[src/rtl/phy_map_pkg.sv]
// Shared constellation definitions: modes, Gray-to-level decode and
// unit-power level codes computed for any component width up to 32 bits.
package phy_map_pkg;

  typedef enum logic [1:0] {
    MODE_BPSK  = 2'd0,
    MODE_QPSK  = 2'd1,
    MODE_QAM16 = 2'd2,
    MODE_QAM64 = 2'd3
  } mode_e;

  // Per-mode normalisation 1/sqrt(Es) held as Q2.30.
  localparam longint K_BPSK  = 64'd1073741824;
  localparam longint K_QPSK  = 64'd759250125;
  localparam longint K_QAM16 = 64'd339546978;
  localparam longint K_QAM64 = 64'd165681960;

  function automatic logic [1:0] bits_per_axis(mode_e m);
    case (m)
      MODE_QAM16: return 2'd2;
      MODE_QAM64: return 2'd3;
      default:    return 2'd1;
    endcase
  endfunction

  function automatic logic signed [3:0] gray_level(mode_e m, logic [2:0] g);
    logic signed [3:0] lvl;
    lvl = 4'sd0;
    case (m)
      MODE_QAM16:
        case (g[1:0])
          2'b00:   lvl = -4'sd3;
          2'b01:   lvl = -4'sd1;
          2'b11:   lvl = 4'sd1;
          default: lvl = 4'sd3;
        endcase
      MODE_QAM64:
        case (g)
          3'b000:  lvl = -4'sd7;
          3'b001:  lvl = -4'sd5;
          3'b011:  lvl = -4'sd3;
          3'b010:  lvl = -4'sd1;
          3'b110:  lvl = 4'sd1;
          3'b111:  lvl = 4'sd3;
          3'b101:  lvl = 4'sd5;
          default: lvl = 4'sd7;
        endcase
      default: lvl = g[0] ? 4'sd1 : -4'sd1;
    endcase
    return lvl;
  endfunction

  // round(mag * k * 2^(dw-2)) from a Q2.30 scale factor; valid for dw <= 32.
  function automatic longint level_code(int dw, longint k_q30, int mag);
    longint p;
    longint sh;
    p  = k_q30 * longint'(mag);
    sh = longint'(32 - dw);
    if (sh > 0)
      return (p + (longint'(1) <<< (sh - 1))) >>> sh;
    return p;
  endfunction

endpackage

[src/rtl/sync_fifo.sv]
// Synchronous FIFO; read data is the head, or the last popped word when empty.
module sync_fifo #(
  parameter int W     = 32,
  parameter int DEPTH = 4
) (
  input  logic                       CLK_I,
  input  logic                       RST_I,
  input  logic                       wr_en,
  input  logic [W-1:0]               wr_data,
  input  logic                       rd_en,
  output logic [W-1:0]               rd_data,
  output logic [$clog2(DEPTH):0]     count,
  output logic                       empty,
  output logic                       full
);
  localparam int AW = $clog2(DEPTH);

  logic [W-1:0]  mem [DEPTH];
  logic [AW-1:0] wr_ptr, rd_ptr;
  logic [W-1:0]  last_q;
  logic          do_wr, do_rd;

  assign empty   = (count == '0);
  assign full    = (count == (AW+1)'(DEPTH));
  assign do_rd   = rd_en & ~empty;
  assign do_wr   = wr_en & (~full | do_rd);
  assign rd_data = empty ? last_q : mem[rd_ptr];

  always_ff @(posedge CLK_I) begin
    if (do_wr) mem[wr_ptr] <= wr_data;
  end

  always_ff @(posedge CLK_I or negedge RST_I) begin
    if (!RST_I) begin
      wr_ptr <= '0;
      rd_ptr <= '0;
      count  <= '0;
      last_q <= '0;
    end else begin
      if (do_wr) wr_ptr <= wr_ptr + 1'b1;
      if (do_rd) begin
        rd_ptr <= rd_ptr + 1'b1;
        last_q <= mem[rd_ptr];
      end
      count <= count + (AW+1)'(do_wr) - (AW+1)'(do_rd);
    end
  end

endmodule

[src/rtl/qam_mapper_multi.sv]
// Run-time selectable BPSK/QPSK/16QAM/64QAM mapper with per-frame mode latch
// and credit-based input acceptance decoupled from the downstream ACK_I.
module qam_mapper_multi
  import phy_map_pkg::*;
#(
  parameter int DW    = 16,
  parameter int DEPTH = 4,
  parameter int CNT_W = 16
) (
  input  logic              CLK_I,
  input  logic              RST_I,
  input  logic [5:0]        DAT_I,
  input  logic [1:0]        MODE_I,
  input  logic              CYC_I,
  input  logic              STB_I,
  input  logic              WE_I,
  output logic              ACK_O,
  output logic [2*DW-1:0]   DAT_O,
  output logic              CYC_O,
  output logic              STB_O,
  output logic              WE_O,
  input  logic              ACK_I,
  output logic [CNT_W-1:0]  SYM_CNT_O
);
  localparam int CW = $clog2(DEPTH) + 1;

  localparam logic [DW-1:0] LV_BPSK  = DW'(level_code(DW, K_BPSK, 1));
  localparam logic [DW-1:0] LV_QPSK  = DW'(level_code(DW, K_QPSK, 1));
  localparam logic [DW-1:0] LV16_1   = DW'(level_code(DW, K_QAM16, 1));
  localparam logic [DW-1:0] LV16_3   = DW'(level_code(DW, K_QAM16, 3));
  localparam logic [DW-1:0] LV64_1   = DW'(level_code(DW, K_QAM64, 1));
  localparam logic [DW-1:0] LV64_3   = DW'(level_code(DW, K_QAM64, 3));
  localparam logic [DW-1:0] LV64_5   = DW'(level_code(DW, K_QAM64, 5));
  localparam logic [DW-1:0] LV64_7   = DW'(level_code(DW, K_QAM64, 7));

  function automatic logic [DW-1:0] scale(mode_e m, logic signed [3:0] lvl);
    logic [3:0]    mag;
    logic [DW-1:0] v;
    mag = lvl[3] ? 4'(-lvl) : 4'(lvl);
    case (m)
      MODE_BPSK:  v = LV_BPSK;
      MODE_QPSK:  v = LV_QPSK;
      MODE_QAM16: v = (mag == 4'd3) ? LV16_3 : LV16_1;
      default:
        case (mag)
          4'd1:    v = LV64_1;
          4'd3:    v = LV64_3;
          4'd5:    v = LV64_5;
          default: v = LV64_7;
        endcase
    endcase
    return lvl[3] ? -v : v;
  endfunction

  logic           icyc, frame_start, ena, accept, pop;
  mode_e          mode_q, acc_mode;
  logic [CW-1:0]  credit;
  logic           s1_v;
  logic [5:0]     s1_dat;
  mode_e          s1_mode;
  logic           cyc_q;
  logic [CNT_W-1:0] sym_cnt;

  logic [1:0]     bpa;
  logic [5:0]     mask;
  logic [2:0]     gi, gq;
  logic [DW-1:0]  map_i, map_q;

  logic           fifo_empty, fifo_full;
  logic [CW-1:0]  fifo_cnt;
  logic           fifo_unused;

  assign ena         = CYC_I & STB_I & WE_I;
  assign frame_start = CYC_I & ~icyc;
  // The first group of a frame may arrive on the frame-start cycle itself.
  assign acc_mode    = frame_start ? mode_e'(MODE_I) : mode_q;
  assign accept      = ena & RST_I & (credit < CW'(DEPTH));
  assign pop         = STB_O & ACK_I;

  assign ACK_O       = accept;
  assign STB_O       = ~fifo_empty;
  assign WE_O        = STB_O;
  assign CYC_O       = cyc_q;
  assign SYM_CNT_O   = sym_cnt;

  assign bpa   = bits_per_axis(s1_mode);
  assign mask  = (6'd1 << bpa) - 6'd1;
  assign gi    = 3'(s1_dat & mask);
  assign gq    = 3'((s1_dat >> bpa) & mask);
  assign map_i = scale(s1_mode, gray_level(s1_mode, gi));
  assign map_q = (s1_mode == MODE_BPSK) ? '0 : scale(s1_mode, gray_level(s1_mode, gq));

  always_ff @(posedge CLK_I or negedge RST_I) begin
    if (!RST_I) begin
      icyc    <= 1'b0;
      mode_q  <= MODE_BPSK;
      credit  <= '0;
      s1_v    <= 1'b0;
      s1_dat  <= '0;
      s1_mode <= MODE_BPSK;
      cyc_q   <= 1'b0;
      sym_cnt <= '0;
    end else begin
      icyc   <= CYC_I;
      if (frame_start) mode_q <= mode_e'(MODE_I);
      credit <= credit + CW'(accept) - CW'(pop);
      s1_v   <= accept;
      if (accept) begin
        s1_dat  <= DAT_I;
        s1_mode <= acc_mode;
      end
      cyc_q <= icyc | (credit != '0);
      if (frame_start)
        sym_cnt <= pop ? CNT_W'(1) : '0;
      else if (pop)
        sym_cnt <= sym_cnt + 1'b1;
    end
  end

  sync_fifo #(.W(2*DW), .DEPTH(DEPTH)) u_fifo (
    .CLK_I   (CLK_I),
    .RST_I   (RST_I),
    .wr_en   (s1_v),
    .wr_data ({map_q, map_i}),
    .rd_en   (pop),
    .rd_data (DAT_O),
    .count   (fifo_cnt),
    .empty   (fifo_empty),
    .full    (fifo_full)
  );

  // Occupancy is tracked by credit; FIFO status flags are informational here.
  assign fifo_unused = ^{fifo_full, fifo_cnt};

endmodule

[config.mk]
export PLATFORM = sky130hd
export DESIGN_NAME = qam_mapper_multi
export DESIGN_NICKNAME = d
export VERILOG_FILES = /design/src/rtl/phy_map_pkg.sv /design/src/rtl/sync_fifo.sv /design/src/rtl/qam_mapper_multi.sv
export SDC_FILE = /design/constraint.sdc
export NUM_CORES = 1
export LEC_CHECK = 0
export ABC_CLOCK_PERIOD_IN_PS = 5100
export CELL_PAD_IN_SITES_DETAIL_PLACEMENT = 1
export CELL_PAD_IN_SITES_GLOBAL_PLACEMENT = 2
export CORE_UTILIZATION = 42
export CTS_CLUSTER_SIZE = 40
export DETAILED_ROUTE_END_ITERATION = 8
export PLACE_DENSITY_LB_ADDON = 0.1
export SETUP_SLACK_MARGIN = 0.3
export SYNTH_ARGS = -nofsm -noshare
export SYNTH_HDL_FRONTEND = slang
export SYNTH_SLANG_ARGS = --single-unit
[constraint.sdc]
create_clock -name CLK_I -period 5.1 [get_ports CLK_I]
set_input_delay 0.51 -clock CLK_I [delete_from_list [all_inputs] [get_ports CLK_I]]
set_output_delay 0.51 -clock CLK_I [all_outputs]
set_load 0.02 [all_outputs]
# Word level (Yosys, flattened, before mapping)
# Memory sizes are Yosys's and may differ from the RTL's.
# Index checks and enable logic that the tools add are counted.
word_totals:
  register_bits: 71
  ramBits: 128
  wordCells: 104
  mem_count: 1
memory_table:
  columns: ["name", "depth", "width", "read_ports", "rd_clocked_by_memory_dff", "wr", "line_no", "rtl"]
  rows:
  - ["u_fifo.mem", 4, 32, 1, 0, 1, "sync_fifo.sv:18", "logic [W-1:0] mem [DEPTH];"]
classes:
  addsub: 12
  magnitude_cmp: 1
  eq_ne: 26
  shift: 2
  n_mux: 27
  bitwise: 15
  reduce_logical: 8
ops:
  columns: ["op", "n"]
  rows:
  - ["case mux 15 bit (3 select lines)", 4]
  - ["two-way mux 16 bit", 5]
  - ["case mux 4 bit (7 select lines)", 2]
  - ["two-way mux 32 bit", 1]
  - ["negation 16 bit", 2]
  - ["two-way mux 14 bit", 2]
  - ["case mux 4 bit (3 select lines)", 2]
  - ["== test 3 bit (second input constant)", 7]
  - ["adder 16 x 1 -> 16 bit (second input constant)", 1]
  - ["two-way mux 4 bit", 4]
  - ["case mux 4 bit (2 select lines)", 2]
  - ["== test 3 x 2 -> 1 bit (second input constant)", 4]
  - ["zero test 3 bit", 3]
  - ["AND 1 bit", 8]
  - ["== test 2 bit (second input constant)", 4]
  - ["== test 4 x 1 -> 1 bit (second input constant)", 2]
  - ["== test 4 x 2 -> 1 bit (second input constant)", 2]
  - ["== test 4 x 3 -> 1 bit (second input constant)", 2]
  - ["negation 4 bit", 2]
  - ["adder 3 x 1 -> 3 bit", 2]
  - ["AND 3 bit", 2]
  - ["== test 2 x 1 -> 1 bit (second input constant)", 3]
  - ["== test 3 x 1 -> 1 bit (second input constant)", 2]
  - ["zero test 2 bit", 3]
  - ["other kinds (13)", 20]

# Depth between registers and ports, before layout
# Gate-level depths: netlist of the first run.
depth:
  ltp_word: 16
  ltp_mapped: 25

# Hierarchy
# From an unflattened synthesis of the first run, not the netlist that was laid out.
hier_totals:
  hier_cells: 656
  area_unflattened_um2: 9489.1
modules_own_cells:
  columns: ["mod", "n_inst", "cells_per_inst", "area_each_um2", "seq_area_each_um2"]
  rows:
  - ["sync_fifo", 1, 306, 6652.6, 4819.6]
  - ["qam_mapper_multi", 1, 350, 2836.5, 800.8]

# Worst setup path before layout of the first run
# No wires, ideal clock.
synth_path:
  path_type: "flip-flop to flip-flop"
  from: "register s1_mode[0]"
  to: "memory u_fifo.mem[0][18], data pin"
  setup_ns: 0.217
  arrival_ns: 4.166
  t_required_ns: 4.883
  setup_slack_ns: 0.717
  path_stages_with_launch: 22
  n_path_buf: 1
  synth_period_minus_slack_ns: 4.383
  path_cell_list: "dfrtp_1 > inv_1 > ha_1 > buf_4 > or2_2 > mux2i_1 > o22a_1 > inv_1 > ha_1 > or4_1 > o211ai_1 > a21o_2 > and2b_4 > xnor2_2 > ha_1 > inv_1 > o311ai_1 > o21ai_0 > ha_1 > inv_1 > ha_1 > a211oi_1"
synth_via:
  elab_chain_cells: 16
  elab_cells_between_ends: 34
  classes_between: "3 x add/sub; 14 x eq/ne; 2 x shift; 11 x mux; 1 x bitwise; 3 x reduce/logical"
synth_rtl:
  columns: ["item", "line_no", "rtl"]
  rows:
  - ["start, declared", "qam_mapper_multi.sv:60", "mode_e s1_mode;"]
  - ["start signal, assigned", "qam_mapper_multi.sv:110", "s1_mode <= acc_mode;"]
  - ["== test 2 bit (on tied branches)", "phy_map_pkg.sv:19, phy_map_pkg.sv:29, qam_mapper_multi.sv:40", null]
  - ["case mux 2 bit (2 select lines)", "phy_map_pkg.sv:19", "case (m)"]
  - ["left shift 1 x 2 -> 3 bit", "qam_mapper_multi.sv:87", "assign mask = (6'd1 << bpa) - 6'd1;"]
  - ["subtractor 3 x 1 -> 3 bit", "qam_mapper_multi.sv:87", null]
  - ["AND 3 bit", "qam_mapper_multi.sv:89", "assign gq = 3'((s1_dat >> bpa) & mask);"]
  - ["== test 3 bit (tied with other cells)", "phy_map_pkg.sv:38", "case (g)"]
  - ["case mux 4 bit (7 select lines) or case mux 4 bit (3 select lines) (tied branches)", "phy_map_pkg.sv:38, phy_map_pkg.sv:31", null]
  - ["case mux 4 bit (2 select lines)", "phy_map_pkg.sv:29", "case (m)"]
  - ["negation 4 bit", "qam_mapper_multi.sv:39", "mag = lvl[3] ? 4'(-lvl) : 4'(lvl);"]
  - ["two-way mux 4 bit", "qam_mapper_multi.sv:39", null]
  - ["== test 4 x 3 -> 1 bit (tied with other cells)", "qam_mapper_multi.sv:45", "case (mag)"]
  - ["case mux 15 bit (3 select lines) or two-way mux 14 bit (tied branches)", "qam_mapper_multi.sv:45, qam_mapper_multi.sv:43", null]
  - ["case mux 15 bit (3 select lines)", "qam_mapper_multi.sv:40", "case (m)"]
  - ["negation 16 bit", "qam_mapper_multi.sv:52", "return lvl[3] ? -v : v;"]
  - ["two-way mux 16 bit", "qam_mapper_multi.sv:52", null]
  - ["two-way mux 16 bit *", "qam_mapper_multi.sv:91", "assign map_q = (s1_mode == MODE_BPSK) ? '0 : scale(s1_mode, gray_level(s1_mode, gq));"]
  - ["net map_q[2]", "qam_mapper_multi.sv:67", "logic [DW-1:0] map_i, map_q;"]
  - ["end, declared", "sync_fifo.sv:18", null]
# Mark *: on every way through the listed nets, which the timed path passes. The rest lies on a longest branch.

# Final worst setup path of the first run
layout_path:
  from: "register s1_mode[0]"
  to: "memory u_fifo.mem[0][27], data pin"
# The elaborated chain is that of the path after synthesis.

==> flow_metrics.tcl, run 1 <==
set metrics [dict create \
    status "complete, no violations" \
    reg2reg_from "s1_mode[0]" \
    min_period_ns 4.550 \
    syn-cell-area_um2 9344 \
    nFillCells 2200 \
    r2r_cells 18 \
    fmax_ghz 0.2198 \
    ir_drop_mv 0.2928 \
    synthCells 704 \
    power_leakage_uw 0.004215 \
    cp-end-kind "flip-flop" \
    cts_buffer_depth 2 \
    tightest_slew_ns 0.9449 \
    comb_power_share 0.497 \
    numCtsBuffers 17 \
    ctsHoldBuffers 0 \
    syn_nets 754 \
    fin_crit_sh 0.8922 \
    multiInputGateArea_um2 3507 \
    final_common_cell "nand2_1" \
    root_buffer "clkbuf_16" \
    start_util 0.4282 \
    p_int_uw 4821 \
    gr-total-overflow 0 \
    finalWirelength_mm 20.91 \
    critPathRequiredTime_ns 5.26 \
    grt_max_degree 50 \
    vias_per_cell 5.410 \
    placedInstanceArea_um2 10270 \
    synth_warnings 0 \
    antenna_cells 0 \
    first_global_vias 6105 \
    arrival_ns 4.71 \
    dr.pass1.iters 5 \
    regArea_um2 5624 \
    gp_congestion 0.8069 \
    hpwl_mm 13.85 \
    nNetsFinal 817 \
    max_slew_margin 0.3701 \
    p_clk_frac 0.154 \
    power_frac_seq 0.349 \
    cts-htree-levels 4 \
    drt-wirelength-per-cell_um 19.72 \
    switching_power_uw 3171 \
    cap_viol_max_count 0 \
    yosysSeqAreaShare 0.6015 \
    tritoncts "built" \
    drive_above_1_share 0.1833 \
    coreArea_um2 21820 \
    clock-sinks 199 \
    cp-start-kind "flip-flop" \
    synth_cell_type_count 61 \
    finalSetupTns_ns 0 \
    design_area_um2 10880 \
    finalHoldViolations 0 \
    syn_to_final_growth_pct 16.39 \
    die_y_um 151.2 \
    grt_pass1_wl_mm 33.39 \
    hp-class "in2async" \
    rr_endpoint "u_fifo.mem[0][27]" \
    async_flop_share 0.3568 \
    antenna_found_initial 0 \
    path_max_fanout 9 \
    critPathKind "reg2reg" \
    fin_skew_ns 0.01335 \
    fin_cells 1060 \
    fp.dieW_um 151.2 \
    fin_ws_ns 0.5497 \
    p_sw_frac 0.3968 \
    drcViolationCount 0 \
    rows 54 \
    ys_seq_elements 199 \
    synth_area_per_cell_um2 13.27 \
    via_count 5735 \
    io-pin-count 66 \
    synth-edff-count 128 \
    portBuffers 65 \
    grtUsageTotal 0.1968 \
    mostFrequentLayoutCells "nand2_1, edfxtp_1, dfrtp_1" \
    drtIter0Drc 285 \
    dp_cells 1025 \
    p_per_area_nw_per_um2 734.8 \
    slew_violations 0 \
    ys.flop_type "edfxtp_1" \
    clk_pin_slew_ns 0.07 \
    reg2reg_slack_ns 0.55 \
    fin_worst_hold_slack_ns 0.0001339 \
    rsz0062_at_grt "false" \
    die-area_um2 22850 \
    setup_violations 0 \
    clk_latency_ns 0.43 \
    dp_slack_ns 0.1526 \
    ant_nets 0 \
]
==> Yosys cell counts, drive strengths merged (2+ instances only) <==
library cell,instances,area (um^2)
nor2b,4,25.02
o22ai,4,25.02
a21oi,15,78.83
edfxtp,128,3844
or4,2,15.01
and3,3,18.77
mux2i,7,70.07
nand3b,2,15.01
a31oi,3,18.77
a21o,2,16.27
mux4,32,720.7
nand2b,4,25.02
inv,30,112.6
nor2,49,183.9
ha,34,425.4
xnor2,21,191.4
or3,3,18.77
o211ai,2,15.01
mux2,43,484.2
nor3,2,10.01
and2,6,37.54
nand2,129,484.2
o21ai,17,85.08
nand4,6,37.54
xor2,13,113.9
o41a,2,22.52
fa,2,40.04
a211oi,4,30.03
buf,10,60.05
dfrtp,71,1777
clkbuf,25,103.9
a311o,2,21.27
nand3,6,30.03
==> metrics by stage <==
stage	util	total power [uW]
6_report	0.4983	7992
5_1_grt	0.4983	8567
4_1_cts	0.4955	7990
3_5_place_dp	0.4705	6700
3_3_place_gp	0.4705	6474
2_1_floorplan	-	5413
==> registers in the layout (all words and copies together) (netlist names), 2 cells and up <==
register and flops:
u_fifo.mem 128, u_fifo.last_q 32, SYM_CNT_O 16, s1_dat 6
credit 3, u_fifo.count 3, mode_q 2, s1_mode 2
u_fifo.rd_ptr 2, u_fifo.wr_ptr 2
==> critical path, stage by stage (launching register included) <==
cell and delay [ns]:
dfrtp_2 0.44, inv_2 0.10, ha_4 0.20, or2_2 0.34, mux2i_1 0.17, o22a_1 0.21
inv_1 0.08, ha_1 0.24, or4_1 0.52, o211ai_1 0.10, a21o_2 0.15, and2b_4 0.20
mux2i_1 0.11, buf_4 0.16, ha_1 0.25, nand2_1 0.15, o21ai_0 0.15, a211oi_1 0.30
mux2_1 0.41
==> how the worst max path moves through the flow <==
| stage | start | to | cells after the start |
|---|---|---|---|
| after floorplan | s1_mode[0] | u_fifo.mem[0][18] | 21 |
| after global placement | s1_mode[0] | u_fifo.mem[0][18] | 20 |
| after detailed placement | s1_mode[0] | u_fifo.mem[3][18] | 20 |
| after CTS | s1_mode[0] | u_fifo.mem[1][27] | 18 |
| after global routing | s1_mode[0] | u_fifo.mem[2][18] | 20 |
| final | s1_mode[0] | u_fifo.mem[0][27] | 18 |
==> cells by family after synthesis <==
logic type	synth area share
multiplexers	0.1364
XOR/XNOR	0.03267
buffers and inverters	0.02959
AND/OR/NAND/NOR	0.1028
adder cells (fa/ha/maj)	0.04981
flip-flops	0.6015
AO/OA/AOI/OAI	0.04714
==> layout make-up <==
class                           count  share of cell area
Multi-Input combinational cell    440              0.3225
Inverter                           30             0.01035
Timing Repair Buffer               79             0.06926
Clock buffer                       22             0.04176
Sequential cell                   199              0.5171
Tap cell                          280             0.03221
Clock inverter                     10            0.006788
==> layer usage <==
layer	wire, um	track usage	vias up
met4	327	0.06400	0
met1	9719	0.2655	2978
met2	10400	0.3261	84
met5	0	0	-
met3	458	0.02982	23
li1	-	-	2650
==> timing repair <==
item	in CTS	in global routing
pin swaps	0	1
resized for setup	3	12
endpoints found under the setup margin	8	60
setup buffers	1	2
==> power by group through the flow <==
stage | Sequential, uW | Combinational (uW) | Clock [uW]
6_report | 2790 | 3970 | 1230
2_1_floorplan | 2650 | 2770 | 0
3_5_place_dp | 2820 | 3880 | 0
4_1_cts | 2790 | 3930 | 1270
5_1_grt | 2840 | 4400 | 1330
3_3_place_gp | 2790 | 3680 | 0
No activity file was read; power rests on OpenSTA's default activity.
==> inputs of run 2 (changes only) <==
--- a/config.mk
+++ b/config.mk
@@ -5,12 +5,13 @@
 export SDC_FILE = /design/constraint.sdc
 export NUM_CORES = 1
 export LEC_CHECK = 0
-export ABC_CLOCK_PERIOD_IN_PS = 5100
+export ABC_CLOCK_PERIOD_IN_PS = 5800
 export CELL_PAD_IN_SITES_DETAIL_PLACEMENT = 1
 export CELL_PAD_IN_SITES_GLOBAL_PLACEMENT = 2
-export CORE_UTILIZATION = 42
+export CORE_UTILIZATION = 41
 export CTS_CLUSTER_SIZE = 40
 export DETAILED_ROUTE_END_ITERATION = 8
+export GPL_TIMING_DRIVEN = 0
 export PLACE_DENSITY_LB_ADDON = 0.1
 export SETUP_SLACK_MARGIN = 0.3
 export SYNTH_ARGS = -nofsm -noshare
==> constraint.sdc (replaced) <==
create_clock -name CLK_I -period 5.8 [get_ports CLK_I]
set_input_delay 0.58 -clock CLK_I [delete_from_list [all_inputs] [get_ports CLK_I]]
set_output_delay 0.58 -clock CLK_I [all_outputs]
set_load 0.02 [all_outputs]
==> flow_metrics.tcl, run 2 (synthesized netlist as in run 1, its figures left out) <==
set metrics [dict create \
    status "complete, no violations" \
    slew_violations 0 \
    rows 54 \
    dp_slack_ns 0.4689 \
    hpwl_mm 14.59 \
    largest_reg_flops 128 \
    cts_buffer_depth 2 \
    min_period_ns 5.153 \
    cts-htree-levels 4 \
    cp_common_cell "ha_1" \
    critical_path.top_delay_family "compound AO/OA/AOI/OAI gates" \
    antenna_cells 0 \
    clk_latency_ns 0.44 \
    path_buf_inv 5 \
    cp-end-kind "flip-flop" \
    grtUsageTotal 0.1927 \
    tightest_slew_ns 0.9439 \
    fin_skew_ns 0.01425 \
    drtIter0Drc 261 \
    critPathRequiredTime_ns 6.00 \
    syn_to_final_growth_pct 17.62 \
    critPathKind "reg2reg" \
    finalWirelength_mm 20.89 \
    p_per_area_nw_per_um2 646.7 \
    die_y_um 153.0 \
    gp_congestion 0.8173 \
    regMostFlops "u_fifo.mem" \
    arrival_ns 5.35 \
    cap_viol_max_count 0 \
    ant_nets 0 \
    dr.pass1.iters 4 \
    start_util 0.4229 \
    cts_resized 0 \
    fp.dieW_um 153.0 \
    clk_pin_slew_ns 0.08 \
    via_count 5685 \
    finalHoldViolations 0 \
    post_cts_buffers 0 \
    hp-class "in2async" \
    fin_worst_hold_slack_ns 0.07895 \
    drt-wirelength-per-cell_um 19.31 \
    drcViolationCount 0 \
    antenna_found_initial 0 \
    path_max_fanout 10 \
    clock-sinks 199 \
    fin_ws_ns 0.6472 \
    drive_above_1_share 0.1646 \
    fin_util 0.4975 \
    root_buffer "clkbuf_16" \
    first_global_vias 6208 \
    fmax_ghz 0.1941 \
    die-area_um2 23400 \
    ir_drop_mv 0.2640 \
    setup_violations 0 \
    worst_path_max_delay_cell "or4_1" \
    nFillCells 2259 \
    regArea_um2 5620 \
    numCtsBuffers 17 \
    power_leakage_uw 0.004260 \
    cp-start-kind "flip-flop" \
    gr-total-overflow 0 \
    critical_path.max_stage_delay_ns 0.52 \
    coreArea_um2 22090 \
    grt_pass1_wl_mm 34.62 \
    fin_crit_sh 0.8884 \
    mostFrequentLayoutCells "nand2_1, edfxtp_1, dfrtp_1" \
    nNetsFinal 839 \
    crit_chain "inv_1, ha_1, buf_4, or2_2, mux2i_1, o22a_1, inv_1, ha_1, or4_1, o211ai_1, a21o_2, and2b_4, xnor2_2, ha_1, inv_1, o311ai_1, o21ai_0, ha_1, inv_1, ha_1, a211oi_2" \
    max_slew_margin 0.3707 \
    final_common_cell "nand2_1" \
    multiInputGateArea_um2 3462 \
    tritoncts "built" \
    portBuffers 65 \
    finalPower_uw 7107 \
    ctsHoldBuffers 0 \
    io-pin-count 66 \
    rsz0062_at_grt "false" \
    grt_max_degree 46 \
    vias_per_cell 5.254 \
]
==> run 2: routing by layer <==
metal | vias up | GRT usage | part of all wire
met5 | - | 0 | 0
met4 | 0 | 0.04666 | 0.0097
met3 | 12 | 0.03346 | 0.019
met2 | 72 | 0.3360 | 0.51
met1 | 2920 | 0.2500 | 0.46
li1 | 2681 | - | -
==> run 2: worst paths after layout <==
check	endpoint	depth (start not counted)	start	slack, ns
max	u_fifo.mem[0][18]	21	s1_mode[0]	0.65
min	u_fifo.last_q[4]	1	RST_I	0.08
max reg2reg	u_fifo.mem[0][18]	21	s1_mode[0]	0.65
min reg2reg	u_fifo.last_q[31]	2	u_fifo.last_q[31]	0.48
max in group asynchronous	u_fifo.last_q[21]	2	RST_I	5.13
min in group CLK_I	u_fifo.last_q[31]	2	u_fifo.last_q[31]	0.48
==> run 2: where the power goes <==
| group | internal, uW | switching, uW |
|---|---|---|
| Combinational | 1460 | 2100 |
| Clock | 640 | 578 |
| Sequential | 2190 | 139 |
==> run 2: area by class of cell <==
cell class / count / area share
buffer: 35 / 0.01491
clock buffer: 18 / 0.04098
clock inverter: 14 / 0.01412
inverter: 30 / 0.01025
multi-input combinational: 440 / 0.3150
sequential: 199 / 0.5114
tap: 280 / 0.03188
timing repair buffer: 66 / 0.06148
==> run 2: through the flow <==
stage               cell area, um^2  setup TNS (ns)  std cells
floorplan                      9344               0        704
global placement              10340         -0.3676       1049
detailed placement            10380               0       1050
CTS                           10980               0       1082
global route                  10990               0       1082
finish                        10990               0       1082
==> inputs of run 3 (changes only) <==
--- a/config.mk
+++ b/config.mk
@@ -8,11 +8,12 @@
 export ABC_CLOCK_PERIOD_IN_PS = 5800
 export CELL_PAD_IN_SITES_DETAIL_PLACEMENT = 1
 export CELL_PAD_IN_SITES_GLOBAL_PLACEMENT = 2
+export CORE_ASPECT_RATIO = 2
 export CORE_UTILIZATION = 41
 export CTS_CLUSTER_SIZE = 40
 export DETAILED_ROUTE_END_ITERATION = 8
 export GPL_TIMING_DRIVEN = 0
-export PLACE_DENSITY_LB_ADDON = 0.1
+export PLACE_DENSITY = 0.84
 export SETUP_SLACK_MARGIN = 0.3
 export SYNTH_ARGS = -nofsm -noshare
 export SYNTH_HDL_FRONTEND = slang
==> flow_metrics.tcl, run 3 (synthesized netlist as in run 1, its figures left out) <==
set metrics [dict create \
    drive_above_1_share 0.1608 \
    clock-sinks 199 \
    antenna_found_initial 0 \
    path_max_fanout 10 \
    fin_util 0.4916 \
    cp-start-kind "flip-flop" \
    min_period_ns 5.178 \
    critPathRequiredTime_ns 6.01 \
    finalHoldViolations 0 \
    p_per_area_nw_per_um2 651.9 \
    numCtsBuffers 17 \
    syn_to_final_growth_pct 17.09 \
    route.met2.wl_mm 13.30 \
    dp_cells 1046 \
    grt_pass1_wl_mm 36.15 \
    fin_skew_ns 0.01103 \
    dr.pass1.iters 4 \
    top_layer_used "met4" \
    die-area_um2 23430 \
    dr_wl_met3_um 534 \
    power_leakage_uw 0.004229 \
    tightest_slew_ns 0.9679 \
    largest_reg_flops 128 \
    rsz0062_at_grt "false" \
    status "complete, no violations" \
    antenna_cells 0 \
    fmax_ghz 0.1931 \
    ant_nets 0 \
    cts_buffer_depth 2 \
    grt_max_degree 48 \
    final_common_cell "nand2_1" \
    placedInstanceArea_um2 10370 \
    arrival_ns 5.38 \
    cap_viol_max_count 0 \
    finalWirelength_mm 22.37 \
    via_count 5904 \
    drtIter0Drc 254 \
    clk_pin_slew_ns 0.07 \
    hpwl_mm 16.52 \
    regMostFlops "u_fifo.mem" \
    grtUsageTotal 0.2073 \
    fin_worst_hold_slack_ns 0.06999 \
    r2r_cells 24 \
    clk_latency_ns 0.44 \
    io-pin-count 66 \
    slew_violations 0 \
    setup_violations 0 \
    hp-class "in2async" \
    rows 77 \
    vias_per_cell 5.477 \
    start_util 0.4199 \
    fin_cells 1078 \
    nNetsFinal 839 \
    root_buffer "clkbuf_16" \
    fp.dieW_um 108.7 \
    gp_congestion 0.8850 \
    first_global_vias 6704 \
    mostFrequentLayoutCells "nand2_1, edfxtp_1, dfrtp_1" \
    coreArea_um2 22260 \
    drt-wirelength-per-cell_um 20.76 \
    ctsHoldBuffers 0 \
    fin_crit_sh 0.8927 \
    nFillCells 2286 \
    design_area_um2 10940 \
    die_y_um 215.5 \
    drcViolationCount 0 \
    fin_ws_ns 0.6222 \
    ir_drop_mv 0.2735 \
    gr-total-overflow 0 \
    max_slew_margin 0.3547 \
    cts-htree-levels 4 \
    dp_slack_ns 0.4246 \
    tritoncts "built" \
    critPathKind "reg2reg" \
    cp-end-kind "flip-flop" \
    portBuffers 65 \
    m1WireLength_mm 7.820 \
]
run 3: metal layers:
layer	vias to the layer above	track usage
li1	2678	-
met5	-	0
met3	42	0.03171
met2	119	0.4038
met4	0	0.09459
met1	3065	0.2059
run 3: report_power, final:
group / internal [uW] / switching [uW]
logic: 1460 / 2190
clock network: 600 / 539
registers: 2190 / 147
total: 4260 / 2880
run 3: final timing paths:
check | from | end | slack (ns)
worst max register to register | s1_mode[0] | u_fifo.mem[3][2] | 0.62
worst min-delay path | RST_I | u_fifo.wr_ptr[0] | 0.07
worst max-delay path | s1_mode[0] | u_fifo.mem[3][2] | 0.62
min in group CLK_I | u_fifo.last_q[28] | u_fifo.last_q[28] | 0.48
worst min register to register | u_fifo.last_q[28] | u_fifo.last_q[28] | 0.48
max in group asynchronous | RST_I | u_fifo.last_q[17] | 5.15
run 3: cell type report:
class / count / area [um^2] / area share
Clock buffer: 20 / 436.7 / 0.03991
Multi-Input combinational cell: 440 / 3467 / 0.3169
Buffer: 35 / 163.9 / 0.01498
Inverter: 30 / 112.6 / 0.01029
Tap cell: 276 / 345.3 / 0.03156
Clock inverter: 12 / 118.9 / 0.01086
Sequential cell: 199 / 5620 / 0.5137
Timing Repair Buffer: 66 / 675.6 / 0.06176
run 3: what timing repair did:
action,in CTS,in global routing
setup buffers,0,0
setup endpoints to repair,0,16
resized for setup,0,5
run 3: worst max-delay path: stages (launching register included):
cell and delay, ns:
dfrtp_1 0.47, inv_1 0.15, ha_1 0.28, buf_4 0.20, nor2_2 0.30, nand2_1 0.09
nand2_1 0.14, inv_1 0.08, ha_1 0.22, a2111oi_0 0.44, a31o_2 0.20, a221o_1 0.14
nand2_1 0.09, mux2i_1 0.13, a211o_1 0.30, inv_1 0.10, ha_1 0.17, nand2b_1 0.19
nor2_1 0.09, nor2_2 0.31, inv_1 0.09, ha_1 0.19, inv_1 0.06, ha_1 0.22
a21oi_1 0.32
run 3: metrics by stage:
step	power [uW]	TNS, ns
5_1_grt	7573	0
3_5_place_dp	5999	0
3_3_place_gp	5753	-0.5156
2_1_floorplan	4760	0
4_1_cts	7158	0
6_report	7133	0
